`src/rtl/modport_pkg.sv`:
```
// rtl/modport_pkg.sv - shared types and constants for the AHB-Lite to APB bridge
package modport_pkg;

  typedef enum logic [2:0] {
    S_IDLE,
    S_WWAIT,
    S_WRITE,
    S_WENABLE,
    S_READ,
    S_RENABLE
  } state_t;

  localparam logic [1:0] HTRANS_IDLE   = 2'b00;
  localparam logic [1:0] HTRANS_BUSY   = 2'b01;
  localparam logic [1:0] HTRANS_NONSEQ = 2'b10;
  localparam logic [1:0] HTRANS_SEQ    = 2'b11;

  localparam logic [31:0] REGION0_BASE  = 32'h8000_0000;
  localparam logic [31:0] REGION0_LIMIT = 32'h83FF_FFFF;
  localparam logic [31:0] REGION1_BASE  = 32'h8400_0000;
  localparam logic [31:0] REGION1_LIMIT = 32'h87FF_FFFF;
  localparam logic [31:0] REGION2_BASE  = 32'h8800_0000;
  localparam logic [31:0] REGION2_LIMIT = 32'h8BFF_FFFF;

  localparam logic [1:0] HRESP_OKAY = 2'b00;

endpackage

```
`src/rtl/modport_bridge_if.sv`:
```
// rtl/modport_bridge_if.sv - AHB-Lite slave side and APB master side of the bridge
interface modport_bridge_if #(
  parameter int ADDR_W = 32,
  parameter int DATA_W = 32
);
  logic [1:0]        htrans;
  logic              hwrite;
  logic              hready_in;
  logic [2:0]        hsize;
  logic [ADDR_W-1:0] haddr;
  logic [DATA_W-1:0] hwdata;
  logic [DATA_W-1:0] hrdata;
  logic [1:0]        hresp;
  logic              hready_out;
  logic [DATA_W-1:0] prdata;
  logic [ADDR_W-1:0] paddr;
  logic [DATA_W-1:0] pwdata;
  logic              pwrite;
  logic [2:0]        pselx;
  logic              penable;

  // The bridge itself: AHB slave facing the bus, driving the APB peripherals.
  modport slave (
    input  htrans, hwrite, hready_in, hsize, haddr, hwdata, prdata,
    output hrdata, hresp, hready_out, paddr, pwdata, pwrite, pselx, penable
  );

  // The surrounding system: AHB master plus APB peripherals.
  modport master (
    output htrans, hwrite, hready_in, hsize, haddr, hwdata, prdata,
    input  hrdata, hresp, hready_out, paddr, pwdata, pwrite, pselx, penable
  );
endinterface

```
`src/rtl/modport_decode.sv`:
```
// rtl/modport_decode.sv - range check and one-hot peripheral select from haddr
module modport_decode
  import modport_pkg::*;
#(
  parameter int ADDR_W = 32
) (
  input  logic [ADDR_W-1:0] haddr,
  output logic              in_range,
  output logic [2:0]        sel
);

  assign sel[0] = (haddr >= ADDR_W'(REGION0_BASE)) && (haddr <= ADDR_W'(REGION0_LIMIT));
  assign sel[1] = (haddr >= ADDR_W'(REGION1_BASE)) && (haddr <= ADDR_W'(REGION1_LIMIT));
  assign sel[2] = (haddr >= ADDR_W'(REGION2_BASE)) && (haddr <= ADDR_W'(REGION2_LIMIT));

  assign in_range = |sel;

endmodule

```
`src/rtl/modport_bridge.sv`:
```
// rtl/modport_bridge.sv - AHB-Lite slave to APB master bridge, one APB setup/access per transfer
module modport_bridge
  import modport_pkg::*;
#(
  parameter int ADDR_W = 32,
  parameter int DATA_W = 32
) (
  input  logic             clock,
  input  logic             hreset,
  modport_bridge_if.slave  bus
);

  state_t state_q, state_d;

  logic [ADDR_W-1:0] addr_q;
  logic [DATA_W-1:0] wdata_q;
  logic [2:0]        sel_q;
  logic              write_q;

  logic       in_range;
  logic [2:0] sel;
  logic       valid;
  logic       accept;
  logic       ready;
  logic       psel_en;
  logic       access;
  logic       unused_hsize;

  assign unused_hsize = ^bus.hsize;

  modport_decode #(.ADDR_W(ADDR_W)) u_decode (
    .haddr    (bus.haddr),
    .in_range (in_range),
    .sel      (sel)
  );

  assign valid = bus.hready_in && in_range &&
                 ((bus.htrans == HTRANS_NONSEQ) || (bus.htrans == HTRANS_SEQ));

  always_ff @(posedge clock) begin
    if (hreset) begin
      state_q <= S_IDLE;
    end else begin
      state_q <= state_d;
    end
  end

  // accept marks the states where hready_out is high, i.e. an address phase can complete.
  always_comb begin
    state_d = state_q;
    accept  = 1'b0;
    ready   = 1'b1;
    psel_en = 1'b0;
    access  = 1'b0;
    case (state_q)
      S_IDLE: begin
        accept = 1'b1;
      end
      S_WWAIT: begin
        ready   = 1'b0;
        state_d = S_WRITE;
      end
      S_WRITE: begin
        ready   = 1'b0;
        psel_en = 1'b1;
        state_d = S_WENABLE;
      end
      S_WENABLE: begin
        psel_en = 1'b1;
        access  = 1'b1;
        accept  = 1'b1;
        state_d = S_IDLE;
      end
      S_READ: begin
        ready   = 1'b0;
        psel_en = 1'b1;
        state_d = S_RENABLE;
      end
      S_RENABLE: begin
        psel_en = 1'b1;
        access  = 1'b1;
        accept  = 1'b1;
        state_d = S_IDLE;
      end
      default: begin
        state_d = S_IDLE;
      end
    endcase
    if (accept && valid) begin
      state_d = bus.hwrite ? S_WWAIT : S_READ;
    end
  end

  // Address-phase registers update only on an accepted transfer, so they stay
  // stable across the following APB setup and access cycles.
  always_ff @(posedge clock) begin
    if (hreset) begin
      addr_q  <= '0;
      sel_q   <= '0;
      write_q <= 1'b0;
      wdata_q <= '0;
    end else begin
      if (accept && valid) begin
        addr_q  <= bus.haddr;
        sel_q   <= sel;
        write_q <= bus.hwrite;
      end
      if (state_q == S_WWAIT) begin
        wdata_q <= bus.hwdata;
      end
    end
  end

  assign bus.hready_out = ready;
  assign bus.hresp      = HRESP_OKAY;
  assign bus.hrdata     = (state_q == S_RENABLE) ? bus.prdata : '0;
  assign bus.paddr      = addr_q;
  assign bus.pwdata     = wdata_q;
  assign bus.pselx      = psel_en ? sel_q : 3'b000;
  assign bus.penable    = access;
  assign bus.pwrite     = psel_en && write_q;

endmodule

```
`src/flat_wrapper.sv`:
```
// flat-port wrapper written by rule: the top's interface ports become plain ports
module modport_bridge_flat import modport_pkg::*;
#(
  parameter int ADDR_W = 32,
  parameter int DATA_W = 32
)
  (clock, hreset, bus_htrans, bus_hwrite, bus_hready_in, bus_hsize, bus_haddr, bus_hwdata, bus_prdata, bus_hrdata, bus_hresp, bus_hready_out, bus_paddr, bus_pwdata, bus_pwrite, bus_pselx, bus_penable);
  modport_bridge_if #(.ADDR_W(ADDR_W), .DATA_W(DATA_W)) bus_i ();
  input  logic clock;
  input  logic hreset;
  input wire logic [$bits(bus_i.htrans)-1:0] bus_htrans;
  input wire logic [$bits(bus_i.hwrite)-1:0] bus_hwrite;
  input wire logic [$bits(bus_i.hready_in)-1:0] bus_hready_in;
  input wire logic [$bits(bus_i.hsize)-1:0] bus_hsize;
  input wire logic [$bits(bus_i.haddr)-1:0] bus_haddr;
  input wire logic [$bits(bus_i.hwdata)-1:0] bus_hwdata;
  input wire logic [$bits(bus_i.prdata)-1:0] bus_prdata;
  output wire logic [$bits(bus_i.hrdata)-1:0] bus_hrdata;
  output wire logic [$bits(bus_i.hresp)-1:0] bus_hresp;
  output wire logic [$bits(bus_i.hready_out)-1:0] bus_hready_out;
  output wire logic [$bits(bus_i.paddr)-1:0] bus_paddr;
  output wire logic [$bits(bus_i.pwdata)-1:0] bus_pwdata;
  output wire logic [$bits(bus_i.pwrite)-1:0] bus_pwrite;
  output wire logic [$bits(bus_i.pselx)-1:0] bus_pselx;
  output wire logic [$bits(bus_i.penable)-1:0] bus_penable;
  assign bus_i.htrans = bus_htrans;
  assign bus_i.hwrite = bus_hwrite;
  assign bus_i.hready_in = bus_hready_in;
  assign bus_i.hsize = bus_hsize;
  assign bus_i.haddr = bus_haddr;
  assign bus_i.hwdata = bus_hwdata;
  assign bus_i.prdata = bus_prdata;
  assign bus_hrdata = bus_i.hrdata;
  assign bus_hresp = bus_i.hresp;
  assign bus_hready_out = bus_i.hready_out;
  assign bus_paddr = bus_i.paddr;
  assign bus_pwdata = bus_i.pwdata;
  assign bus_pwrite = bus_i.pwrite;
  assign bus_pselx = bus_i.pselx;
  assign bus_penable = bus_i.penable;
  modport_bridge #(.ADDR_W(ADDR_W), .DATA_W(DATA_W)) u_core (.clock(clock), .hreset(hreset), .bus(bus_i));
endmodule
```
`config.mk`:
```
export PLATFORM = sky130hd
export DESIGN_NAME = modport_bridge_flat
export DESIGN_NICKNAME = d
export VERILOG_FILES = /design/src/rtl/modport_pkg.sv /design/src/rtl/modport_bridge_if.sv /design/src/rtl/modport_decode.sv /design/src/rtl/modport_bridge.sv /design/src/flat_wrapper.sv
export SDC_FILE = /design/constraint.sdc
export NUM_CORES = 1
export LEC_CHECK = 0
export CAP_MARGIN = 20
export CORE_MARGIN = 3
export CORE_UTILIZATION = 30
export DETAILED_ROUTE_END_ITERATION = 12
export PLACE_DENSITY = 0.76
export SYNTH_ARGS = -nofsm -noshare
export SYNTH_HDL_FRONTEND = slang
export SYNTH_HIERARCHICAL = 1
export SYNTH_SLANG_ARGS = --single-unit
export TNS_END_PERCENT = 30
```
`constraint.sdc`:
```
create_clock -name clock -period 2.1 [get_ports clock]
set_clock_uncertainty 0.15 [all_clocks]
set_input_delay 0.42 -clock clock [delete_from_list [all_inputs] [get_ports clock]]
set_output_delay 0.42 -clock clock [all_outputs]
set_load 0.1 [all_outputs]
```
== Word-level counts from Yosys, hierarchy flattened ==
Cells that the tools add are included.
Word-level totals
  register bits after elaboration: 71
  input port bits: 105
  output and inout port bits: 104
  word-level logic and storage cells: 42
Cells by class
  magnitude comparators: 6
  eq/ne operators: 8
  multiplexer cells: 9
  reduce and logical (&&, ||, !) cells: 14
Operators with widths (count)
  $ge 32x32->1 const B: 3
  $le 32x32->1 const B: 3
  $mux 32: 1
  $pmux 3 s4: 1
  $mux 3: 3
  $reduce_or 3->1: 3
  $logic_and 1x1->1: 7
  $eq 3x2->1 const B: 2
  $eq 3x3->1 const B: 2
  $eq 2x2->1 const B: 2
  $mux 1: 4
  $reduce_or 4->1: 1
  $eq 3x1->1 const B: 1
  $logic_not 3->1: 1
  $ne 2x1->1 const B: 1
  $reduce_or 2->1: 1
  $logic_or 1x1->1: 1

== Logic depth before layout (Yosys ltp) ==
Gate-level depths: netlist of the first run.
  depth in word-level cells: 7
  mapped depth: 7

== By module ==
The synthesis of the first run kept the hierarchy.
By module, submodules not included
  modport_bridge: instances 1, cells an instance 366, area each 3250.6 µm²
  modport_decode: instances 1, cells an instance 5, area each 48.8 µm²

== Worst setup path after synthesis of the first run ==
OpenSTA, ideal clock, no wires.
  path type: register to output
  start: reg u_core.state_q[0]
  end: out bus_hready_out
  data arrival time: 2700 ps
  data required time: 1530 ps
  path slack: -1170 ps
  stages on the path, launching flop included: 4
  cell sequence: dfxtp_1 buf_6 xor2_1 o21ai_0
On the way
  cells in the longest elaborated chain, start to end: 3
Ends and longest elaborated chain
  start: declaration: RTL line modport_bridge.sv:13  | state_t state_q, state_d;
  start signal: assignment: RTL line modport_bridge.sv:44  | state_q <= state_d;
  $eq 3x2->1, or another cell as far along: RTL line modport_bridge.sv:55  | case (state_q)
  $reduce_or 3->1 (no source line) *
  $mux 1 *: RTL line modport_bridge.sv:55
  end: declaration: RTL line flat_wrapper.sv:20  | output wire logic [$bits(bus_i.hready_out)-1:0] bus_hready_out;
Every way passes the cells marked *; elsewhere a longest branch is shown, timed or not.

== Final worst setup path of the first run ==
  start: reg u_core.state_q[1]
  end: out bus_hrdata[8]
On the way
  cells in the longest elaborated chain, start to end: 2
Ends and longest elaborated chain
  $eq 3x3->1: RTL line modport_bridge.sv:116  | assign bus.hrdata = (state_q == S_RENABLE) ? bus.prdata : '0;
  $mux 32: RTL line modport_bridge.sv:116
  end: declaration: RTL line flat_wrapper.sv:18  | output wire logic [$bits(bus_i.hrdata)-1:0] bus_hrdata;
Every way passes these cells.

==> results of run 1 <==
## cells in the mapped netlist (3+ instances only)
library cell,n
a21oi_1,33
and2_1,37
buf_12,3
buf_2,6
buf_4,3
buf_6,3
clkbuf_1,13
clkbuf_2,3
dfxtp_1,71
mux2i_1,36
nand2_1,65
nand2b_1,72
## flip-flops by register name, indices dropped and copies added (netlist names)
signal,count
u_core/bus.paddr,32
u_core/bus.pwdata,32
u_core/sel_q,3
u_core/write_q,1
u_core/state_q,3
## power by group
part	internal, W	switching (W)
sequential	0.00135	0.00000636
clock	0.000612	0.000517
combinational	0.000230	0.000186
total	0.00219	0.000709
## stage by stage
step                area [um2]   TNS [ns]  instances  util [%]  hold slack, ns
detailed placement        5710     -24.37        696      54.3           0.300
CTS                       6020  -0.000195        716      57.3           0.306
global placement          5710     -22.32        696      54.3           0.293
finish                    6120          0        721      58.2           0.228
global route              6120      -1.14        721      58.2           0.207
floorplan                 3330      -3.60        372         -           0.294
## worst max path at each step
stage          cells after the start                    to  slack (ns)         startpoint
6_report                           4         bus_hrdata[8]        0.02  u_core/state_q[1]
5_1_grt                            4         bus_hrdata[9]       -0.06  u_core/state_q[1]
4_1_cts                            4        bus_hrdata[27]     -0.0002  u_core/state_q[1]
3_5_place_dp                       7  u_core/bus.paddr[26]       -0.68      bus_haddr[30]
3_3_place_gp                       7       u_core/sel_q[2]       -0.61      bus_haddr[30]
2_1_floorplan                      4         bus_hrdata[2]       -0.18  u_core/state_q[2]
## routing by layer
layer	wire length [um]	up-vias	part of all wire, %	GRT usage, %
met1	4330	1484	43	19.2
met3	562	6	5.6	3.98
met4	82	0	0.82	3.37
met5	0	-	0	0
li1	-	1603	-	-
met2	5050	137	50	27.5
## layout by cell type, fill, tap and decap left out, types with 12 or more instances in the layout
| cell | synthesis | final |
|---|---|---|
| clkdlybuf4s50_1 | 0 | 95 |
| buf_4 | 3 | 81 |
| nand2b_1 | 72 | 72 |
| dfxtp_1 | 71 | 68 |
| nand2_1 | 65 | 65 |
| buf_12 | 3 | 42 |
| mux2i_1 | 36 | 35 |
| a21oi_1 | 33 | 32 |
| and2_4 | 0 | 18 |
| and2_1 | 37 | 12 |
## final cells by class
| type | count | area [um2] | share of cell area (%) |
|---|---|---|---|
| clock inverter | 5 | 56.3 | 0.920 |
| timing repair buffer | 228 | 2540 | 41.5 |
| sequential | 71 | 1430 | 23.4 |
| inverter | 1 | 3.75 | 0.0613 |
| multi-input combinational | 269 | 1770 | 28.9 |
| tap | 136 | 170 | 2.78 |
| clock buffer | 11 | 151 | 2.47 |
## critical path, cell delays in order (launching register included)
cell	delay (ns)
dfxtp_4	0.36
and3b_2	0.32
buf_12	0.15
and2_1	0.17
buf_12	0.18
## repair_timing
| item | in CTS | in global routing |
|---|---|---|
| setup endpoints to repair | 76 | 67 |
| gates cloned | 2 | 2 |
| resized for setup | 19 | 27 |
| setup buffers | 2 | 3 |
| pin swaps | 2 | 14 |
## cell families (layout without fill, tap and decap cells)
family          after synthesis  after routing  share of synthesized area, %
compound gates               39             39                          6.22
xor+xnor                      2              2                         0.531
buf+inv                      32            245                          6.48
flops                        71             71                          43.1
mux                          36             36                          10.9
other cells                   1              2                         0.114
simple gates                190            190                          32.7
==> impl_metrics.env, run 1 <==
export IMPL_status="completed"
export IMPL_cts_hold_buffers=0
export IMPL_final_nets=685
export IMPL_rr_startpoint="u_core/state_q[2]"
export IMPL_ant_nets=0
export IMPL_grt_start_max_net_pins=49
export IMPL_netlist_top_cell_by_area="dfxtp_1"
export IMPL_wire_per_inst_um=13.9
export IMPL_start_util_pct=31.4
export IMPL_reg2reg_slack_ns=0.38
export IMPL_num_vias=3230
export IMPL_postSynthCellCount=371
export IMPL_cp_max_fo=16
export IMPL_yosys_most_used_dff="dfxtp_1"
export IMPL_p_leak_nw=2.42
export IMPL_pin_count=209
export IMPL_rsz0062_at_grt="true"
export IMPL_fp_coreArea_um2=10500
export IMPL_wl_um=10000
export IMPL_grt_pass1_vias=3202
export IMPL_fin_ws_ns=0.0227
export IMPL_min_period_ns=2.08
export IMPL_drive_above_1_share_pct=32.1
export IMPL_cts_made_buffers=9
export IMPL_cts_root_buffer_cell="clkbuf_8"
export IMPL_synth_area_um2=3300
export IMPL_vdd_drop_max_mv=0.354
export IMPL_io_buffer_count=202
export IMPL_place_ws_ns=-0.683
export IMPL_hpwl_um=7540
export IMPL_dieArea_um2=12300
export IMPL_synth_warnings=6
export IMPL_core_rowCount=37
export IMPL_finalCritPeriodShare_pct=98.9
export IMPL_min_to="u_core/bus.paddr[29]"
export IMPL_hold_class="input port to register"
export IMPL_track_usage_pct=15.6
export IMPL_cts_path_max_buffers=2
export IMPL_post_drt_via_cell_ratio=4.48
export IMPL_synth_edf_count=0
export IMPL_h_tree_depth=3
export IMPL_antenna_found_initial=0
export IMPL_area_growth_pct=85.5
export IMPL_crit_path_start_kind="register"
export IMPL_worst_ep_required_time_ns=1.53
export IMPL_worst_skew_pair_late_latency_ns=0.33
export IMPL_hold_start="bus_haddr[29]"
export IMPL_cp_end_kind="output port"
export IMPL_hold_viol=0
export IMPL_dr_pass1_iters=4
export IMPL_synth_yosys_seq_area_share_pct=43.1
export IMPL_powerDensity_nw_per_um2=474
export IMPL_tritoncts="yes"
export IMPL_setup_violations=0
export IMPL_total_power_w=0.00290
export IMPL_async_flop_share_pct=0
export IMPL_n_fill_cell=864
export IMPL_gp_congestion=0.830
export IMPL_die_h_um=111
export IMPL_clk_pin_slew_worst_paths_ns=0.08
export IMPL_arrival_ns=1.51
export IMPL_final_max_slew_viol_count=0
export IMPL_maxCapViolations=0
export IMPL_grt_pass1_wl_um=16000
export IMPL_yosysUniqueCellTypes=33
export IMPL_drtIter0Drc=136
export IMPL_dieWidth_um=111
export IMPL_insertedDiodeCount=0
export IMPL_drc=0
export IMPL_synth_top_area_share_pct=43.1
export IMPL_ys_ff_latch=71
export IMPL_path_class="register to output port"
export IMPL_hold_depth=3
export IMPL_r2r_end="u_core/bus.paddr[22]"
export IMPL_fmax_ghz=0.481
export IMPL_gr_total_overflow=0
export IMPL_synthTopCellsByArea="dfxtp_1, nand2b_1, mux2i_1"
export IMPL_r2r_cells=6
export IMPL_syn_area_per_cell_um2=8.89
export IMPL_cts_sinks=71
Power figures use the tool's default switching activity.
==> run 2: changes to the inputs <==
--- a/config.mk
+++ b/config.mk
@@ -6,10 +6,12 @@
 export NUM_CORES = 1
 export LEC_CHECK = 0
 export CAP_MARGIN = 20
+export CELL_PAD_IN_SITES_DETAIL_PLACEMENT = 2
+export CELL_PAD_IN_SITES_GLOBAL_PLACEMENT = 2
 export CORE_MARGIN = 3
-export CORE_UTILIZATION = 30
+export CORE_UTILIZATION = 17
 export DETAILED_ROUTE_END_ITERATION = 12
-export PLACE_DENSITY = 0.76
+export PLACE_DENSITY = 0.79
 export SYNTH_ARGS = -nofsm -noshare
 export SYNTH_HDL_FRONTEND = slang
 export SYNTH_HIERARCHICAL = 1
==> constraint.sdc (replaced) <==
create_clock -name clock -period 2.1 [get_ports clock]
set_clock_uncertainty 0.15 [all_clocks]
set_input_delay 0.315 -clock clock [delete_from_list [all_inputs] [get_ports clock]]
set_output_delay 0.315 -clock clock [all_outputs]
set_load 0.1 [all_outputs]
==> run 2 against run 1 <==
Net effect:
- clock power rose by 42%
- non-clock buffer count fell by 6
- global-route usage fell by 3.2 points
- sequential share of layout area fell by 0.75 points
- final cell count rose by 16%
- critical path depth rose by 5
- fmax rose by 2.1%
- sequential power barely moved
==> impl_metrics.env, run 2 (same netlist as run 1, synthesis figures left out) <==
export IMPL_grt_use_met2_pct=23.9
export IMPL_cts_made_buffers=9
export IMPL_worst_ep_required_time_ns=2.21
export IMPL_total_power_w=0.00340
export IMPL_place_area_um2=5850
export IMPL_final_common_cell="clkdlybuf4s50_1"
export IMPL_fmax_ghz=0.491
export IMPL_p_int_w=0.00263
export IMPL_p_switching_w=0.000778
export IMPL_gr_total_overflow=0
export IMPL_cts_hold_buffers=0
export IMPL_die_h_um=145
export IMPL_post_drt_via_cell_ratio=3.91
export IMPL_swShare_pct=22.9
export IMPL_finalCritPeriodShare_pct=96.9
export IMPL_dp_cells=819
export IMPL_dieArea_um2=21100
export IMPL_maxCapViolations=0
export IMPL_p_leak_nw=2.40
export IMPL_num_vias=3284
export IMPL_grt_pass1_vias=3733
export IMPL_hold_slack_ns=0.214
export IMPL_antenna_found_initial=0
export IMPL_grt_start_max_net_pins=55
export IMPL_cts_root_buffer_cell="clkbuf_16"
export IMPL_hold_viol=0
export IMPL_drtIter0Drc=70
export IMPL_track_usage_pct=12.4
export IMPL_io_buffer_count=202
export IMPL_clk_pin_slew_worst_paths_ns=0.06
export IMPL_grt_pass1_wl_um=20900
export IMPL_path_class="input port to register"
export IMPL_min_period_ns=2.04
export IMPL_slowest_delay_ns=0.55
export IMPL_crit_top_cell="buf_12"
export IMPL_gp_congestion=0.776
export IMPL_cts_path_max_buffers=2
export IMPL_grtUsageMet3_pct=3.34
export IMPL_status="completed"
export IMPL_pwr_share_comb_pct=12.5
export IMPL_drive_above_1_share_pct=27.1
export IMPL_layout_common_cells="clkdlybuf4s50_1, buf_4, nand2b_1, dfxtp_1, nand2_1"
export IMPL_cp_end_kind="register"
export IMPL_r2r_cells=7
export IMPL_final_nets=679
export IMPL_fin_cells=839
export IMPL_wire_per_inst_um=15.8
export IMPL_core_rowCount=50
export IMPL_hold_depth=3
export IMPL_hpwl_um=10400
export IMPL_cp_max_fo=5
export IMPL_path_cells="dlygate4sd2_1, or4b_4, a21oi_4, nand4b_1, o22ai_4, buf_12, buf_12, buf_16, mux2i_1"
export IMPL_cp_slowest_cell="or4b_4"
export IMPL_arrival_ns=2.14
export IMPL_pin_count=209
export IMPL_insertedDiodeCount=0
export IMPL_start_util_pct=17.5
export IMPL_dr_pass1_iters=4
export IMPL_grt_use_met1_pct=13.2
export IMPL_tritoncts="yes"
export IMPL_drc=0
export IMPL_worst_skew_pair_late_latency_ns=0.33
export IMPL_hold_class="input port to register"
export IMPL_n_fill_cell=2078
export IMPL_wl_um=13200
export IMPL_powerDensity_nw_per_um2=542
export IMPL_h_tree_depth=3
export IMPL_area_growth_pct=90.4
export IMPL_dieWidth_um=145
export IMPL_seqPwrFrac_pct=40.1
export IMPL_setup_violations=0
export IMPL_ant_nets=0
export IMPL_crit_path_start_kind="input port"
export IMPL_fp_coreArea_um2=18900
export IMPL_vdd_drop_max_mv=0.339
export IMPL_cts_sinks=71
export IMPL_final_max_slew_viol_count=0
export IMPL_busiest_layer="met2"
export IMPL_design_area_um2=6280
export IMPL_power_share_clock_pct=47.4
## run 2: cell types whose count changed in the layout (fill, tap and decap cells not counted), sizes merged
cell | before | now
clkinv | 3 | 2
bufbuf | 1 | 0
buf | 127 | 123
clkbuf | 15 | 12
dlygate4sd2 | 0 | 3
bufinv | 1 | 2
clkinvlp | 1 | 0
## run 2: area by class of cell
type                    count  area (um2)  share of cell area [%]
flip-flops and latches     71        1420                    22.7
multi-input cells         269        1730                    27.5
repair buffers            222        2490                    39.7
clock buffers              12         236                    3.76
inverters                   1        3.75                  0.0597
well taps                 260         325                    5.18
clock inverters             4        70.1                    1.12
## run 2: power groups by stage
stage / Combinational [W] / Clock (W) / Sequential [W]
global placement: 0.000415 / 0 / 0.00139
detailed placement: 0.000425 / 0 / 0.00139
floorplan: 0.000113 / 0 / 0.00146
finish: 0.000424 / 0.00161 / 0.00136
CTS: 0.000430 / 0.00167 / 0.00136
global route: 0.000452 / 0.00175 / 0.00136
## run 2: final timing paths
path                          from  slack [ns]                    end
min                  bus_haddr[29]        0.21   u_core/bus.paddr[29]
max reg2reg      u_core/state_q[0]        0.34   u_core/bus.paddr[12]
max                  bus_haddr[28]        0.06   u_core/bus.paddr[12]
min reg2reg  u_core/bus.pwdata[25]        0.31  u_core/bus.pwdata[25]
## run 2: critical path, delay by kind of cell
kind / cells / cell delay [ns]
AND/OR/NAND/NOR: 2 / 0.70
buffers and inverters: 4 / 0.61
AO/OA/AOI/OAI: 2 / 0.32
multiplexers: 1 / 0.18
## run 2: routing by layer
metal / part of all wire (%) / vias to the layer above
met5: 0 / -
met4: 1.3 / 0
met3: 4.9 / 10
met2: 55 / 116
met1: 39 / 1565
li1: - / 1593
## run 2: metrics by stage
stage | setup WS (ns) | utilization [%] | setup TNS [ns]
after detailed placement | -0.596 | 31.0 | -19.32
after floorplan | -0.0713 | - | -1.57
final | 0.0649 | 33.3 | 0
after global routing | -0.00146 | 33.3 | -0.00146
after CTS | 0.00560 | 33.3 | 0
after global placement | -0.464 | 31.0 | -16.68
## run 2: repair_timing
| item | CTS | global route |
|---|---|---|
| pin swaps | 2 | 2 |
| endpoints found under the setup margin | 44 | 39 |
| buffers inserted | 2 | 1 |
| gates cloned | 2 | 0 |
| gates resized for setup | 11 | 5 |
==> run 3: changes to the inputs <==
--- a/config.mk
+++ b/config.mk
@@ -10,6 +10,7 @@
 export CELL_PAD_IN_SITES_GLOBAL_PLACEMENT = 2
 export CORE_MARGIN = 3
 export CORE_UTILIZATION = 17
+export CTS_CLUSTER_DIAMETER = 150
 export DETAILED_ROUTE_END_ITERATION = 12
 export PLACE_DENSITY = 0.79
 export SYNTH_ARGS = -nofsm -noshare
==> results of run 3 <==
The final DEF is identical to that of run 2; final timing and power are the same.
